[config.mk]
export PLATFORM = sky130hd
export DESIGN_NAME = mul_pipe_hs
export DESIGN_NICKNAME = d
export VERILOG_FILES = /design/src/rtl/mul_pkg.sv /design/src/rtl/booth_pp_gen.sv /design/src/rtl/mul_pipe_hs.sv
export SDC_FILE = /design/constraint.sdc
export NUM_CORES = 2
export LEC_CHECK = 0
export ABC_AREA = 1
export CAP_MARGIN = 0
export CORE_MARGIN = 8
export CORE_UTILIZATION = 30
export DETAILED_ROUTE_END_ITERATION = 10
export GPL_TIMING_DRIVEN = 1
export HOLD_SLACK_MARGIN = 0.03
export MAX_ROUTING_LAYER = met4
export PLACE_DENSITY_LB_ADDON = 0.12
export SLEW_MARGIN = 10
export SYNTH_ARGS = -nofsm -noshare
export SYNTH_HDL_FRONTEND = slang
export SYNTH_SLANG_ARGS = --single-unit
[constraint.sdc]
create_clock -name clk -period 5.05 [get_ports clk]
set_clock_uncertainty 0.15 [all_clocks]
set_input_delay 1.515 -clock clk [delete_from_list [all_inputs] [get_ports clk]]
set_output_delay 1.515 -clock clk [all_outputs]
set_load 0.005 [all_outputs]
[src/rtl/mul_pkg.sv]
// rtl/mul_pkg.sv - Booth digit encoding and pipeline/tree sizing helpers
package mul_pkg;

  localparam int STAGES = 3;

  typedef enum logic [1:0] {
    SEL_ZERO = 2'd0,
    SEL_ONE  = 2'd1,
    SEL_TWO  = 2'd2
  } booth_sel_e;

  typedef struct packed {
    logic       neg;
    booth_sel_e sel;
  } booth_digit_t;

  function automatic int pp_count(input int width);
    return width / 2 + 1;
  endfunction

  // Overlapping triplet {y[2i+1], y[2i], y[2i-1]} -> digit in {0, +-1, +-2}
  function automatic booth_digit_t booth_decode(input logic [2:0] bits);
    booth_digit_t d;
    d.neg = 1'b0;
    d.sel = SEL_ZERO;
    case (bits)
      3'b001, 3'b010: d.sel = SEL_ONE;
      3'b011:         d.sel = SEL_TWO;
      3'b100: begin
        d.neg = 1'b1;
        d.sel = SEL_TWO;
      end
      3'b101, 3'b110: begin
        d.neg = 1'b1;
        d.sel = SEL_ONE;
      end
      default: ;
    endcase
    return d;
  endfunction

  function automatic int rows_next(input int rows);
    return 2 * (rows / 3) + rows % 3;
  endfunction

  function automatic int rows_at(input int rows, input int level);
    int c;
    c = rows;
    for (int i = 0; i < level; i++) c = rows_next(c);
    return c;
  endfunction

  function automatic int tree_depth(input int rows);
    int c;
    int d;
    c = rows;
    d = 0;
    while (c > 2) begin
      c = rows_next(c);
      d++;
    end
    return d;
  endfunction

endpackage

[src/rtl/booth_pp_gen.sv]
// rtl/booth_pp_gen.sv - radix-4 Booth partial products plus negation correction bits
module booth_pp_gen
  import mul_pkg::*;
#(
  parameter int WIDTH = 32,
  parameter int PP_N  = pp_count(WIDTH)
) (
  input  logic [WIDTH+1:0]             xe,
  input  logic [WIDTH+1:0]             ye,
  output logic [PP_N-1:0][2*WIDTH-1:0] pp,
  output logic [PP_N-1:0]              neg
);

  localparam int PW = 2 * WIDTH;

  logic [PW-1:0]    mx1;
  logic [PW-1:0]    mx2;
  logic [WIDTH+2:0] yb;

  assign mx1 = {{(PW - WIDTH - 2){xe[WIDTH+1]}}, xe};
  assign mx2 = mx1 << 1;
  assign yb  = {ye, 1'b0};

  // Negative digits use ~m here; the +1 is carried in neg[i] at bit 2i
  always_comb begin
    booth_digit_t d;
    logic [PW-1:0] m;
    d   = '0;
    m   = '0;
    pp  = '0;
    neg = '0;
    for (int i = 0; i < PP_N; i++) begin
      d = booth_decode(yb[2*i +: 3]);
      case (d.sel)
        SEL_ONE: m = mx1;
        SEL_TWO: m = mx2;
        default: m = '0;
      endcase
      if (d.neg) m = ~m;
      pp[i]  = m << (2 * i);
      neg[i] = d.neg;
    end
  end

endmodule

[src/rtl/mul_pipe_hs.sv]
// rtl/mul_pipe_hs.sv - three-stage Booth/Wallace multiplier with valid/ready, tag and flush
module mul_pipe_hs
  import mul_pkg::*;
#(
  parameter int WIDTH = 32,
  parameter int TAG_W = 4
) (
  input  logic               clk,
  input  logic               rst,
  input  logic               flush,
  input  logic               in_valid,
  output logic               in_ready,
  input  logic               sign,
  input  logic [WIDTH-1:0]   x,
  input  logic [WIDTH-1:0]   y,
  input  logic [TAG_W-1:0]   in_tag,
  output logic               out_valid,
  input  logic               out_ready,
  output logic [2*WIDTH-1:0] result,
  output logic [TAG_W-1:0]   out_tag
);

  localparam int PW    = 2 * WIDTH;
  localparam int PP_N  = pp_count(WIDTH);
  localparam int ROWS0 = PP_N + 1;
  localparam int DEPTH = tree_depth(ROWS0);

  logic v1, v2, v3;
  logic rdy1, rdy2, rdy3;

  // Ready ripples back so an empty stage fills even while the output stalls
  assign rdy3      = !v3 || out_ready;
  assign rdy2      = !v2 || rdy3;
  assign rdy1      = !v1 || rdy2;
  assign in_ready  = rdy1;
  assign out_valid = v3;

  logic [WIDTH+1:0]            xe, ye;
  logic [PP_N-1:0][PW-1:0]     pp_d, pp1;
  logic [PP_N-1:0]             neg_d, neg1;
  logic [TAG_W-1:0]            tag1, tag2;
  logic [PW-1:0]               corr1;
  logic [PW-1:0]               sum_d, carry_d, sum2, carry2;

  assign xe = {{2{sign & x[WIDTH-1]}}, x};
  assign ye = {{2{sign & y[WIDTH-1]}}, y};

  booth_pp_gen #(
    .WIDTH (WIDTH),
    .PP_N  (PP_N)
  ) u_pp_gen (
    .xe  (xe),
    .ye  (ye),
    .pp  (pp_d),
    .neg (neg_d)
  );

  always_ff @(posedge clk or negedge rst) begin
    if (!rst) begin
      v1 <= 1'b0;
      v2 <= 1'b0;
      v3 <= 1'b0;
    end else if (flush) begin
      v1 <= 1'b0;
      v2 <= 1'b0;
      v3 <= 1'b0;
    end else begin
      if (rdy1) v1 <= in_valid;
      if (rdy2) v2 <= v1;
      if (rdy3) v3 <= v2;
    end
  end

  always_ff @(posedge clk or negedge rst) begin
    if (!rst) begin
      pp1  <= '0;
      neg1 <= '0;
      tag1 <= '0;
    end else if (rdy1 && in_valid) begin
      pp1  <= pp_d;
      neg1 <= neg_d;
      tag1 <= in_tag;
    end
  end

  always_comb begin
    corr1 = '0;
    for (int i = 0; i < PP_N; i++) corr1[2*i] = neg1[i];
  end

  // Each level groups rows in threes through 3:2 compressors; leftovers pass through
  for (genvar l = 0; l <= DEPTH; l++) begin : g_lvl
    logic [PW-1:0] row [ROWS0];
    if (l == 0) begin : g_leaf
      for (genvar r = 0; r < ROWS0; r++) begin : g_row
        if (r < PP_N) begin : g_pp
          assign row[r] = pp1[r];
        end else begin : g_corr
          assign row[r] = corr1;
        end
      end
    end else begin : g_reduce
      localparam int RP = rows_at(ROWS0, l - 1);
      localparam int NG = RP / 3;
      localparam int RN = rows_at(ROWS0, l);
      for (genvar r = 0; r < ROWS0; r++) begin : g_row
        if (r < 2 * NG && r % 2 == 0) begin : g_sum
          assign row[r] = g_lvl[l-1].row[3*(r/2)]
                        ^ g_lvl[l-1].row[3*(r/2)+1]
                        ^ g_lvl[l-1].row[3*(r/2)+2];
        end else if (r < 2 * NG) begin : g_carry
          assign row[r] = ((g_lvl[l-1].row[3*(r/2)]   & g_lvl[l-1].row[3*(r/2)+1])
                         | (g_lvl[l-1].row[3*(r/2)]   & g_lvl[l-1].row[3*(r/2)+2])
                         | (g_lvl[l-1].row[3*(r/2)+1] & g_lvl[l-1].row[3*(r/2)+2])) << 1;
        end else if (r < RN) begin : g_pass
          assign row[r] = g_lvl[l-1].row[r + NG];
        end else begin : g_zero
          assign row[r] = '0;
        end
      end
    end
  end

  assign sum_d   = g_lvl[DEPTH].row[0];
  assign carry_d = g_lvl[DEPTH].row[1];

  always_ff @(posedge clk or negedge rst) begin
    if (!rst) begin
      sum2   <= '0;
      carry2 <= '0;
      tag2   <= '0;
    end else if (rdy2 && v1) begin
      sum2   <= sum_d;
      carry2 <= carry_d;
      tag2   <= tag1;
    end
  end

  always_ff @(posedge clk or negedge rst) begin
    if (!rst) begin
      result  <= '0;
      out_tag <= '0;
    end else if (rdy3 && v2) begin
      result  <= sum2 + carry2;
      out_tag <= tag2;
    end
  end

endmodule

==> out/results.txt <==
TritonCTS built the clock tree. The logs give 16.4% for the part of the power in registers and 0 for the remaining antenna violation count after routing. The detailed-route via count is 53700, and the post-synthesis cell area is 62000 um2. The logs give 5205 for the initial detailed-routing violation count and 35300 um2 for the total area of multi-input combinational cells. Setup repair after global routing left no endpoint under its margin.

Summing the areas of all xor and xnor instances in the mapped netlist gives 1.36% of the synthesized area. The tree is rooted in a sky130_fd_sc_hd__clkbuf_16. Buffers inserted during clock tree synthesis total 104.

The buffer and inverter count on the worst path was 5; the transition at the pin with the smallest max-transition slack was 1.07 ns. The die covers 221000 um2. Setup violations remaining at the end of the flow were counted as 0.

The path with the worst hold slack has its endpoint at out_tag[1]. The mean routed wirelength per cell was 23.5 um; the power density over the cells was 752 nW/um2. The type of the worst setup path is reg2reg.

In this design, the critical path's most frequently occurring cell is sky130_fd_sc_hd__fa_1. The flow ran to the end, and the final reports show no timing, DRC or antenna violations. The worst hold path begins at out_tag[1]. For this design the total switching power over the nets is 27.3 mW. The peak fanout along the critical path is 10. The run gives 0 as the number of warnings issued by yosys. The average cell area after synthesis is 7.82 um2, and the post-route DRC violation count is 0. The first detailed-routing pass ran for 8 iterations.

In this design, the stage delay of the slowest critical-path cell is 0.62 ns. The H-tree was split into 3 levels. The share of cells above drive strength 1 is 6.20%.

For the number of antenna violations at the first check in global routing, the log shows 9. The slowest stage of the critical path is the sky130_fd_sc_hd__fa_1 cell. The tools report the headroom to the max-slew limit as 28.4%. The tools report the number of instances in the synthesized netlist as 7927. Sorting the synthesized cells by how often they occur yields sky130_fd_sc_hd__nand2_1, sky130_fd_sc_hd__inv_1, sky130_fd_sc_hd__dfrtp_1.

The final cycle utilization of the critical path was 91.9%; the final critical path time including I/O delays and setup was 4.64 ns. The worst hold path passes through 2 cells. Share of flip-flops with an asynchronous set or reset: 100%.

The portion of synthesized cell area occupied by the leading cell type is 32.1%, and the final net count is 8731. The number of cell rows is 167, and the data required time at the worst endpoint is 5.54 ns. Data arrives at the worst endpoint at 5.13 ns.

The count of fill cells added during filler insertion is 21800. After global routing the overflow that remains totals 0. Once the floorplan was initialized, standard cells occupied 30.1% of the core. Of the post-synthesis cell area, the part taken by muxes is 0.0727%.

The via count of the first global-routing pass is 52100, and the compound-gate portion of the synthesized area is 16.1%. Cell internal power was estimated by the tool at 25.7 mW. In this run the static leakage power is 34.6 nW. The first global-routing pass estimated 369000 um of wire.

The clock drives 795 sinks. Detailed placement finished with a half-perimeter wire length of 184000 um. The logs give 8758 for the post-synthesis net count and 144 for the number of placed I/O pins. Measured in cells, the most critical reg-to-reg path has a length of 13. The height of the die is 471 um, and the area of the core is 206000 um2.

The count of unique library cells instantiated by Yosys came out at 40. Capturing point of the worst reg2reg path: sum2[59]. Sorting the synthesized cells by area gives the leading types as sky130_fd_sc_hd__dfrtp_1, sky130_fd_sc_hd__fa_1, sky130_fd_sc_hd__nand2_1, sky130_fd_sc_hd__inv_1, sky130_fd_sc_hd__o21ai_0. In the final timing run, aggregate negative setup slack is 0 ns. The number of setup buffers added after CTS was 0; the hold violation total from the final report was 0. In this run, synthesis inferred 0 flip-flops with an integrated enable. Of the total synthesized cell area, the portion taken by AND, OR, NAND and NOR gates is 17.2%. The later pin in the worst-skew pair is clocked with a latency of 0.78 ns. The worst setup path is captured at a flip-flop. The logs give 3 for the maximum buffer depth of the clock tree and 68.9% for the share of power burned in combinational logic. VDD sags by at most 0.00135 V.

For the total power after layout, the log shows 53.0 mW. The prevailing post-synth register cell was sky130_fd_sc_hd__dfrtp_1. The worst setup path is launched from a flip-flop. The kind of cell with the highest combined delay along the critical path is adder cells. The biggest area contributor in the post-synthesis netlist is sky130_fd_sc_hd__dfrtp_1.

The tool flagged a number of max-cap violations equal to 0. The share of the Yosys chip area taken by registers is 32.1%. The number of register bits inferred by synthesis was 795; the horizontal die dimension was 471 um.

The critical path goes through fa_1 > inv_1 > fa_1 > fa_1 > inv_1 > buf_4 > fa_1 > inv_1 > fa_1 > inv_1 > fa_1 > nand2_1 > nand2_1. The sequential cells in the finished layout cover a total of 19900 um2. The run gives 216 MHz as the maximum frequency from static timing analysis.

The startpoint identified for the worst register-to-register timing path is g_lvl[0].row[1150]. Among all cell types in the netlist, the one instantiated most often is sky130_fd_sc_hd__nand2_1. In the routed layout, each cell is associated on average with a via count of 5.02. For flop-to-flop paths, the worst setup slack is 0.41 ns. The number of hold buffers added after CTS was 0. The tools report the final wirelength as 252000 um. The congestion estimate from routability-driven global placement came to 0.916. The max-slew violation count was 0; the proportion of total power due to net switching was 51.5%.

After clock tree synthesis, the clock-pin slew on the worst setup and hold paths is 0.06 ns. In this run the tool buffered the top-level ports with 143 buffer cells. The combinational family with the most area after synthesis was adder cells. In this run, the clock network consumes 14.7% of the power. The worst hold-check path type is reg2reg.

Compared with the post-synthesis result, the final layout area differs by 13.7%. The total routing usage reported by global routing was 22.7%; the number of resized instances in the post-cts repair step was 0. Entering global routing, the biggest net connects 157 pins. The adder-cell share of the synthesized area came out at 22.0%.
==> cell usage in the layout, fill, tap and decap left out, types with 36 or more instances in the layout <==
master	n
sky130_fd_sc_hd__a21oi_1	538
sky130_fd_sc_hd__buf_12	54
sky130_fd_sc_hd__buf_4	192
sky130_fd_sc_hd__clkbuf_16	104
sky130_fd_sc_hd__clkdlybuf4s50_1	142
sky130_fd_sc_hd__dfrtp_1	795
sky130_fd_sc_hd__fa_1	551
sky130_fd_sc_hd__ha_1	206
sky130_fd_sc_hd__inv_1	1140
sky130_fd_sc_hd__inv_2	36
sky130_fd_sc_hd__nand2_1	2360
sky130_fd_sc_hd__nand3_1	106
sky130_fd_sc_hd__nor2_1	185
sky130_fd_sc_hd__nor3_1	40
sky130_fd_sc_hd__o21ai_0	693
sky130_fd_sc_hd__o21ai_1	45
sky130_fd_sc_hd__o22ai_1	419
sky130_fd_sc_hd__o32ai_1	90
sky130_fd_sc_hd__xnor2_1	46
sky130_fd_sc_hd__xor2_1	50
==> through the flow <==
step	util, %	area, um2	hold slack (ns)	cells	setup WS (ns)
6_report	34.2	70500	0.325	10700	0.410
5_1_grt	34.2	70500	0.346	10700	0.238
4_1_cts	34.2	70500	0.324	10700	0.332
3_3_place_gp	32.5	66900	0.306	10500	0.376
3_5_place_dp	32.5	66900	0.310	10500	0.345
2_1_floorplan	-	62000	0.299	7927	0.602
==> power groups by stage <==
stage	logic (mW)	registers (mW)	clock network (mW)
2_1_floorplan	20.6	8.55	0
3_3_place_gp	36.4	8.80	0
3_5_place_dp	36.6	8.81	0
4_1_cts	36.7	8.71	8.03
5_1_grt	41.1	8.87	8.24
6_report	36.6	8.69	7.78
==> cell families after synthesis <==
group                      Yosys count
AOI/OAI and AO/OA                 1810
xor gates and xnor gates            96
adders and majority gates          762
buffers and inverters             1704
DFF                                795
muxes                                4
and+or+nand+nor                   2756
==> layout make-up <==
class                   count  area share (%)
multi-input cells        5428            50.0
clock buffers             154            4.31
flip-flops and latches    795            28.2
diodes                      8          0.0284
well taps                2704            4.80
repair buffers            389            5.62
inverters                1182            6.30
clock inverters            41           0.692
==> tightest hold or removal path, cell delays in order, from the launching register on <==
cell	delay, ns
sky130_fd_sc_hd__dfrtp_1	0.34
sky130_fd_sc_hd__nand2_1	0.06
sky130_fd_sc_hd__nand2_1	0.04
==> sequential cells by signal (all words and copies together), names as in the netlist <==
register	count
v2	1
tag1	4
result	64
g_lvl.row	576
v1	1
carry2	59
out_valid	1
out_tag	4
neg1	17
sum2	64
tag2	4
==> routing by layer <==
layer / routed length (um) / share of wire (%) / vias up / track usage (%)
met5: 0 / 0 / - / -
met2: 112000 / 45 / 1807 / 34.8
li1: - / - / 25200 / -
met3: 15500 / 6.2 / 286 / 3.42
met4: 6720 / 2.7 / 0 / 5.83
met1: 117000 / 47 / 26400 / 31.6
==> worst max-delay path by stage <==
stage | depth (start not counted) | start | to
CTS | 13 | g_lvl[0].row[1150] | sum2[53]
global placement | 13 | g_lvl[0].row[1150] | sum2[58]
detailed placement | 13 | g_lvl[0].row[1150] | sum2[53]
floorplan | 12 | g_lvl[0].row[1022] | sum2[63]
finish | 13 | g_lvl[0].row[1150] | sum2[59]
global route | 13 | g_lvl[0].row[1022] | sum2[54]
(Power assumes the default switching activity.)
